$ cat config.mk
export PLATFORM = sky130hd
export DESIGN_NAME = ptm_match_collector_flat
export DESIGN_NICKNAME = d
export VERILOG_FILES = /design/src/rtl/ptm_match_if.sv /design/src/rtl/ptm_match_collector.sv /design/src/flat_wrapper.sv
export SDC_FILE = /design/constraint.sdc
export NUM_CORES = 1
export LEC_CHECK = 0
export BUFFER_PORTS_ARGS = -buffer_cell sky130_fd_sc_hd__buf_2
export CORE_MARGIN = 2
export CORE_UTILIZATION = 50
export DETAILED_ROUTE_END_ITERATION = 8
export HOLD_SLACK_MARGIN = 0.03
export PLACE_DENSITY = 0.74
export SYNTH_ARGS = -nofsm -noshare
export SYNTH_HDL_FRONTEND = slang
export SYNTH_SLANG_ARGS = --single-unit
export TNS_END_PERCENT = 100
$ cat constraint.sdc
create_clock -name clk -period 8.1 [get_ports clk]
set_input_delay 1.215 -clock clk [delete_from_list [all_inputs] [get_ports clk]]
set_output_delay 1.215 -clock clk [all_outputs]
set_load 0.05 [all_outputs]
$ cat src/rtl/ptm_match_if.sv
// ---------------------------------------------------------------------------
// ptm_match_if
//   Bundles the signals between the pattern-matching engine and the match
//   collector, together with the collector's readout port.
//
//   Probe side (engine -> collector):
//     start   arms a new collection (same pulse/level the engine receives)
//     en      probe strobe
//     addr    probe address
//     flag    match flag for addr, qualified by en
//     fin     engine finished
//     result  engine's final match count, valid while fin=1
//   Readout side (collector <-> host):
//     out_valid / out_ready / out_addr   captured-address stream
//     count     matches seen since start (saturating)
//     overflow  sticky: a match was dropped because the FIFO was full
//     done      fin seen and FIFO drained
//     mismatch  count disagreed with result at fin (optional check)
//
//   Modports: master = engine + host side, slave = collector.
// ---------------------------------------------------------------------------
interface ptm_match_if #(
    parameter int MEM_WIDTH = 10
);
    logic                 start;
    logic                 en;
    logic [MEM_WIDTH-1:0] addr;
    logic                 flag;
    logic                 fin;
    logic [MEM_WIDTH-1:0] result;
    logic                 out_valid;
    logic                 out_ready;
    logic [MEM_WIDTH-1:0] out_addr;
    logic [MEM_WIDTH-1:0] count;
    logic                 overflow;
    logic                 done;
    logic                 mismatch;

    modport master (
        output start, en, addr, flag, fin, result, out_ready,
        input  out_valid, out_addr, count, overflow, done, mismatch
    );

    modport slave (
        input  start, en, addr, flag, fin, result, out_ready,
        output out_valid, out_addr, count, overflow, done, mismatch
    );
endinterface

$ cat src/rtl/ptm_match_collector.sv
// ---------------------------------------------------------------------------
// ptm_match_collector
//   Watches the pattern-matching engine's probe bus, captures the address of
//   every flagged probe into a DEPTH-entry FIFO, keeps a saturating match
//   count, streams the captured addresses out over valid/ready and raises
//   done once the engine has finished and the FIFO is drained.
//
//   Ports:
//     clk  system clock, rising edge
//     rst  asynchronous, active-high reset
//     bus  ptm_match_if.slave (probe inputs, readout stream, status)
//
//   Parameters:
//     MEM_WIDTH  probe address / count width
//     DEPTH      FIFO entries (power of two, >= 2)
//     PTR_W      log2(DEPTH)
//
//   Optional build macro PTM_COLLECT_CHECK_EN: when defined, the count is
//   compared with the engine's result on the fin edge and a sticky mismatch
//   flag is kept. When undefined, mismatch is tied low and result is unused.
// ---------------------------------------------------------------------------
module ptm_match_collector #(
    parameter int MEM_WIDTH = 10,
    parameter int DEPTH     = 16,
    parameter int PTR_W     = 4
) (
    input  logic        clk,
    input  logic        rst,
    ptm_match_if.slave  bus
);

    typedef enum logic [1:0] {
        S_IDLE,
        S_COLLECT,
        S_DRAIN,
        S_DONE
    } state_t;

    localparam logic [MEM_WIDTH-1:0] COUNT_MAX = '1;

    state_t               state_q, state_d;
    logic [PTR_W:0]       wr_ptr_q, wr_ptr_d;
    logic [PTR_W:0]       rd_ptr_q, rd_ptr_d;
    logic [MEM_WIDTH-1:0] mem_q [DEPTH];
    logic [MEM_WIDTH-1:0] count_q, count_d;
    logic                 overflow_q, overflow_d;
    logic                 seen_low_q, seen_low_d;

    logic                 empty;
    logic                 full;
    logic                 pop;
    logic                 match;
    logic                 push;
    logic                 drop;
    logic                 arm;
    logic [MEM_WIDTH-1:0] count_upd;
    logic                 overflow_upd;

    // The extra wrap bit distinguishes full from empty when the index bits
    // of both pointers are equal.
    assign empty = (wr_ptr_q == rd_ptr_q);
    assign full  = (wr_ptr_q[PTR_W] != rd_ptr_q[PTR_W]) &&
                   (wr_ptr_q[PTR_W-1:0] == rd_ptr_q[PTR_W-1:0]);

    assign pop   = !empty && bus.out_ready &&
                   ((state_q == S_COLLECT) || (state_q == S_DRAIN));
    assign match = (state_q == S_COLLECT) && bus.en && bus.flag;
    // A full FIFO still accepts a push when a pop frees the head slot.
    assign push  = match && (!full || pop);
    assign drop  = match && full && !pop;

    assign count_upd    = !match               ? count_q :
                          (count_q == COUNT_MAX) ? count_q :
                          count_q + MEM_WIDTH'(1);
    assign overflow_upd = overflow_q | drop;

    always_comb begin
        // NOTE: every combinational output gets a default first so that no
        // path through the case statement leaves a value unassigned, which
        // would otherwise infer a latch.
        state_d    = state_q;
        wr_ptr_d   = wr_ptr_q + (PTR_W + 1)'(push);
        rd_ptr_d   = rd_ptr_q + (PTR_W + 1)'(pop);
        count_d    = count_upd;
        overflow_d = overflow_upd;
        seen_low_d = 1'b0;
        arm        = 1'b0;

        case (state_q)
            S_IDLE: begin
                if (bus.start) begin
                    arm     = 1'b1;
                    state_d = S_COLLECT;
                end
            end
            S_COLLECT: begin
                if (bus.fin) begin
                    state_d = S_DRAIN;
                end
            end
            S_DRAIN: begin
                if (empty) begin
                    state_d = S_DONE;
                end
            end
            S_DONE: begin
                // Re-arm needs start low at some edge in DONE and then high,
                // so a start level held across the whole run does not loop.
                if (bus.start && seen_low_q) begin
                    arm     = 1'b1;
                    state_d = S_COLLECT;
                end else begin
                    seen_low_d = seen_low_q | !bus.start;
                end
            end
            default: begin
                state_d = S_IDLE;
            end
        endcase

        if (arm) begin
            wr_ptr_d   = '0;
            rd_ptr_d   = '0;
            count_d    = '0;
            overflow_d = 1'b0;
        end
    end

    // NOTE: sequential state uses non-blocking assignments so every register
    // samples the pre-edge values of the others regardless of process order.
    always_ff @(posedge clk or posedge rst) begin
        if (rst) begin
            state_q    <= S_IDLE;
            wr_ptr_q   <= '0;
            rd_ptr_q   <= '0;
            count_q    <= '0;
            overflow_q <= 1'b0;
            seen_low_q <= 1'b0;
        end else begin
            state_q    <= state_d;
            wr_ptr_q   <= wr_ptr_d;
            rd_ptr_q   <= rd_ptr_d;
            count_q    <= count_d;
            overflow_q <= overflow_d;
            seen_low_q <= seen_low_d;
        end
    end

    // NOTE: the storage array is reset because out_addr reads it directly and
    // must be 0 after reset; it is only DEPTH small words, so this is cheap.
    always_ff @(posedge clk or posedge rst) begin
        if (rst) begin
            for (int i = 0; i < DEPTH; i++) begin
                mem_q[i] <= '0;
            end
        end else if (push) begin
            mem_q[wr_ptr_q[PTR_W-1:0]] <= bus.addr;
        end
    end

    assign bus.out_valid = !empty;
    assign bus.out_addr  = mem_q[rd_ptr_q[PTR_W-1:0]];
    assign bus.count     = count_q;
    assign bus.overflow  = overflow_q;
    assign bus.done      = (state_q == S_DONE);

`ifdef PTM_COLLECT_CHECK_EN
    logic mismatch_q, mismatch_d;

    // Compared on the fin edge using the count and overflow that include any
    // match sampled on that same edge.
    always_comb begin
        mismatch_d = mismatch_q;
        if (arm) begin
            mismatch_d = 1'b0;
        end else if ((state_q == S_COLLECT) && bus.fin) begin
            mismatch_d = (count_upd != bus.result) ||
                         (overflow_upd && (count_upd == COUNT_MAX));
        end
    end

    always_ff @(posedge clk or posedge rst) begin
        if (rst) begin
            mismatch_q <= 1'b0;
        end else begin
            mismatch_q <= mismatch_d;
        end
    end

    assign bus.mismatch = mismatch_q;
`else
    logic unused_result;

    assign unused_result = ^bus.result;
    assign bus.mismatch  = 1'b0;
`endif

endmodule
$ cat src/flat_wrapper.sv
// flat-port wrapper written by rule: the top's interface ports become plain ports
module ptm_match_collector_flat 
#(
    parameter int MEM_WIDTH = 10,
    parameter int DEPTH     = 16,
    parameter int PTR_W     = 4
)
  (clk, rst, bus_start, bus_en, bus_addr, bus_flag, bus_fin, bus_result, bus_out_ready, bus_out_valid, bus_out_addr, bus_count, bus_overflow, bus_done, bus_mismatch);
  ptm_match_if #(.MEM_WIDTH(MEM_WIDTH)) bus_i ();
  input  logic clk;
  input  logic rst;
  input wire logic [$bits(bus_i.start)-1:0] bus_start;
  input wire logic [$bits(bus_i.en)-1:0] bus_en;
  input wire logic [$bits(bus_i.addr)-1:0] bus_addr;
  input wire logic [$bits(bus_i.flag)-1:0] bus_flag;
  input wire logic [$bits(bus_i.fin)-1:0] bus_fin;
  input wire logic [$bits(bus_i.result)-1:0] bus_result;
  input wire logic [$bits(bus_i.out_ready)-1:0] bus_out_ready;
  output wire logic [$bits(bus_i.out_valid)-1:0] bus_out_valid;
  output wire logic [$bits(bus_i.out_addr)-1:0] bus_out_addr;
  output wire logic [$bits(bus_i.count)-1:0] bus_count;
  output wire logic [$bits(bus_i.overflow)-1:0] bus_overflow;
  output wire logic [$bits(bus_i.done)-1:0] bus_done;
  output wire logic [$bits(bus_i.mismatch)-1:0] bus_mismatch;
  assign bus_i.start = bus_start;
  assign bus_i.en = bus_en;
  assign bus_i.addr = bus_addr;
  assign bus_i.flag = bus_flag;
  assign bus_i.fin = bus_fin;
  assign bus_i.result = bus_result;
  assign bus_i.out_ready = bus_out_ready;
  assign bus_out_valid = bus_i.out_valid;
  assign bus_out_addr = bus_i.out_addr;
  assign bus_count = bus_i.count;
  assign bus_overflow = bus_i.overflow;
  assign bus_done = bus_i.done;
  assign bus_mismatch = bus_i.mismatch;
  ptm_match_collector #(.MEM_WIDTH(MEM_WIDTH), .DEPTH(DEPTH), .PTR_W(PTR_W)) u_core (.clk(clk), .rst(rst), .bus(bus_i));
endmodule
==> summary.txt <==
Setup path
  • Critical Path RT: 6.88 ns
  • Worst Setup SP: u_core.rd_ptr_q[0]
  • Highest net fanout along the worst path: 41
  • Critical path class: register to primary output
  • Reg2reg setup slack: 4.66 ns
  • Worst Path Arrival: 2.81 ns
  • Crit path launch type: register
  • Worst setup EP type: primary output
  • Reg2Reg Launch Point: u_core.rd_ptr_q[0]

CTS
  • # H-tree levels: 4
  • CTS Hold Buffers Added: 0
  • Clock latency at the later pin of the worst-skew pair: 0.43 ns
  • Total CTS buffers: 17
  • # Post-CTS Setup Buffers: 0
  • CTS tree: yes
  • Worst-path clk slew: 0.07 ns
  • Root Driver: clkbuf_16
  • CTS resizes: 0
  • Clock buffer depth: 2
  • CTS sink cnt: 184

Min path
  • HP Start: u_core.mem_q[62]
  • Hold Crit Class: register to register

Logic synthesis
  • Post-Syn Nets: 624
  • Synthesis Warnings: 0
  • Seq cells post-synth: 184
  • Netlist cell types: 45
  • Avg Cell Area, Syn: 14.8 sq um
  • Number of synthesized flops with an enable pin: 0
  • Synth Cell Area: 8720 sq um
  • Cells after Synth: 588
  • Top_reg_cell synth: dfrtp_1
  • Register area share after synthesis: 52.8%
  • Synth async-reset ratio: 100%

Pwr
  • Static leakage power: 4.54 nW
  • Pwr per Cell Area: 337 nW/um^2
  • VDD IR max: 0.190 mV

Timing
  • Minimum clock period: 4.02 ns
  • Unrepaired setup endpoints after global routing: no
  • Tcrit/Tclk final: 49.7%
  • Clock skew: 0.00959 ns
  • Final setup viols: 0
  • Max-slew violation count: 0
  • Hold Fails Final Rpt: 0
  • Fmax: 249 MHz
  • Max_slew headroom: 26.8%
  • Post-route setup TNS: 0 ns
  • Worst Tran Pin Value: 1.10 ns

Placed design
  • Placed insts: 819
  • RD Place Congestion: 0.767
  • PortBufs: 39
  • Hpwl dp: 11,400 um

Final layout
  • Layout cells sized above 1: 47.4%
  • Antenna diode count: 0
  • Nets: 649
  • Area Overhead vs Synth: 10.5%
  • Non-Filler Instances: 851

Floorplan
  • Ports: 51
  • Core Area: 17,200 sq um
  • Die W: 136 um
  • Rows: 48
  • Die area: 18,500 sq um
  • Die Y-Extent: 136 um
  • Initial Util: 50.7%

Drt
  • Total number of vias: 5,116
  • DR pass1 iterations: 6
  • Post-route ant nets: 0
  • Wire per inst: 21.5 um
  • Drt initial violations: 308
  • Vias/cell: 6.01
  • DRC Markers: 0
  • Routed WL: 18,300 um

Global routing
  • Initial antenna violation count: 0
  • Number of global-route vias before repair: 5,453
  • Grt total ovfl: 0
  • Largest net degree at the start of global routing: 119
  • First-pass GRT wire length: 29,100 um
  • GR Util All Layers: 21.0%

Run status
  • Status: complete, no violations

Run
  • Max-Cap Viols: 0
## worst max-delay path, stage by stage, from the launching register on
cell and delay (ns):
dfrtp_2 0.36, buf_4 0.65, mux4_2 0.64, mux4_2 0.49, buf_2 0.23
## cell families (layout without fill, tap and decap cells)
kind of cell / after synthesis / count (layout) / synth area share (%)
buffers and inverters: 43 / 81 / 2.20
AOI/OAI and AO/OA: 59 / 59 / 6.26
DFF: 184 / 184 / 52.8
adders and majority gates: 9 / 9 / 1.29
and+or+nand+nor: 74 / 74 / 4.36
muxes: 204 / 204 / 31.6
xor gates and xnor gates: 14 / 14 / 1.41
other: 1 / 1 / 0.0430
## cells in the mapped netlist, types with 5 or more instances
cell type,n,area share [%]
a21oi_1,9,0.52
buf_2,12,0.69
clkbuf_1,18,0.78
dfrtp_1,184,53
ha_1,9,1.3
inv_1,6,0.26
mux2_2,160,21
mux4_2,41,11
nand2_1,8,0.34
nand3_1,9,0.52
nand4_1,5,0.36
nor2_1,25,1.1
nor2b_1,5,0.36
o211ai_2,9,1.3
o22ai_1,18,1.3
xnor2_1,9,0.90
xor2_1,5,0.50
## routing by layer
layer / up-vias / GRT usage [%] / part of all wire, %
li1: 2280 / - / -
met1: 2713 / 27.0 / 43
met2: 106 / 35.5 / 52
met3: 17 / 4.51 / 4.5
met4: 0 / 6.77 / 1.2
met5: - / 0 / 0
## layout by cell type (no fill, tap or decap), drive strengths merged, types with 2 or more instances in the layout
cell type,n
nor2,25
nor2b,5
a211oi,4
and3,3
mux4,41
nand2b,2
clkinvlp,3
and2,4
o2111ai,2
nand2,8
ha,9
dfrtp,184
o22ai,18
nor3,3
xor2,5
clkinv,6
buf,43
a21oi,10
inv,12
and4,2
clkbuf,17
o211ai,11
o31ai,3
mux2i,3
xnor2,9
or3,2
nand3,9
nand4,5
a2111oi,5
mux2,160
or4,3
## final cells by class
| class | instances | area (sq um) |
|---|---|---|
| clock buffer | 17 | 425 |
| clock inverter | 15 | 136 |
| fill | 1352 | 7550 |
| inverter | 6 | 27.5 |
| multi-input combinational | 361 | 3930 |
| sequential | 184 | 4610 |
| tap | 225 | 282 |
| timing repair buffer | 43 | 225 |
## through the flow
step                instance area, sq um  setup slack [ns]  util [%]  power, W  hold slack (ns)
floorplan                           8720              1.88         -   0.00222            0.474
global route                        9630              3.91      56.1   0.00340            0.512
finish                              9630              4.08      56.1   0.00325            0.504
global placement                    9060              4.46      52.8   0.00242            0.481
CTS                                 9630              4.00      56.0   0.00327            0.507
detailed placement                  9060              4.46      52.8   0.00248            0.491
## report_power, final
part	internal, W	switching (W)
clock network	0.000404	0.000381
registers	0.00111	0.000131
logic	0.000478	0.000739
total	0.00200	0.00125
## flip-flops by register name (all words and copies together), names as in the netlist
register             count
u_core.bus.overflow      1
u_core.bus.count        10
u_core.state_q           2
u_core.wr_ptr_q          5
u_core.mem_q           160
u_core.rd_ptr_q          5
u_core.seen_low_q        1
## final timing paths
path | endpoint | depth (start not counted)
max reg2reg | u_core.mem_q[45] | 5
max | bus_out_addr[9] | 4
min | u_core.mem_q[62] | 1
min reg2reg | u_core.mem_q[62] | 1
max in group asynchronous | u_core.mem_q[151] | 3
min in group asynchronous | u_core.rd_ptr_q[0] | 2
No activity file was read; power rests on OpenSTA's default activity.
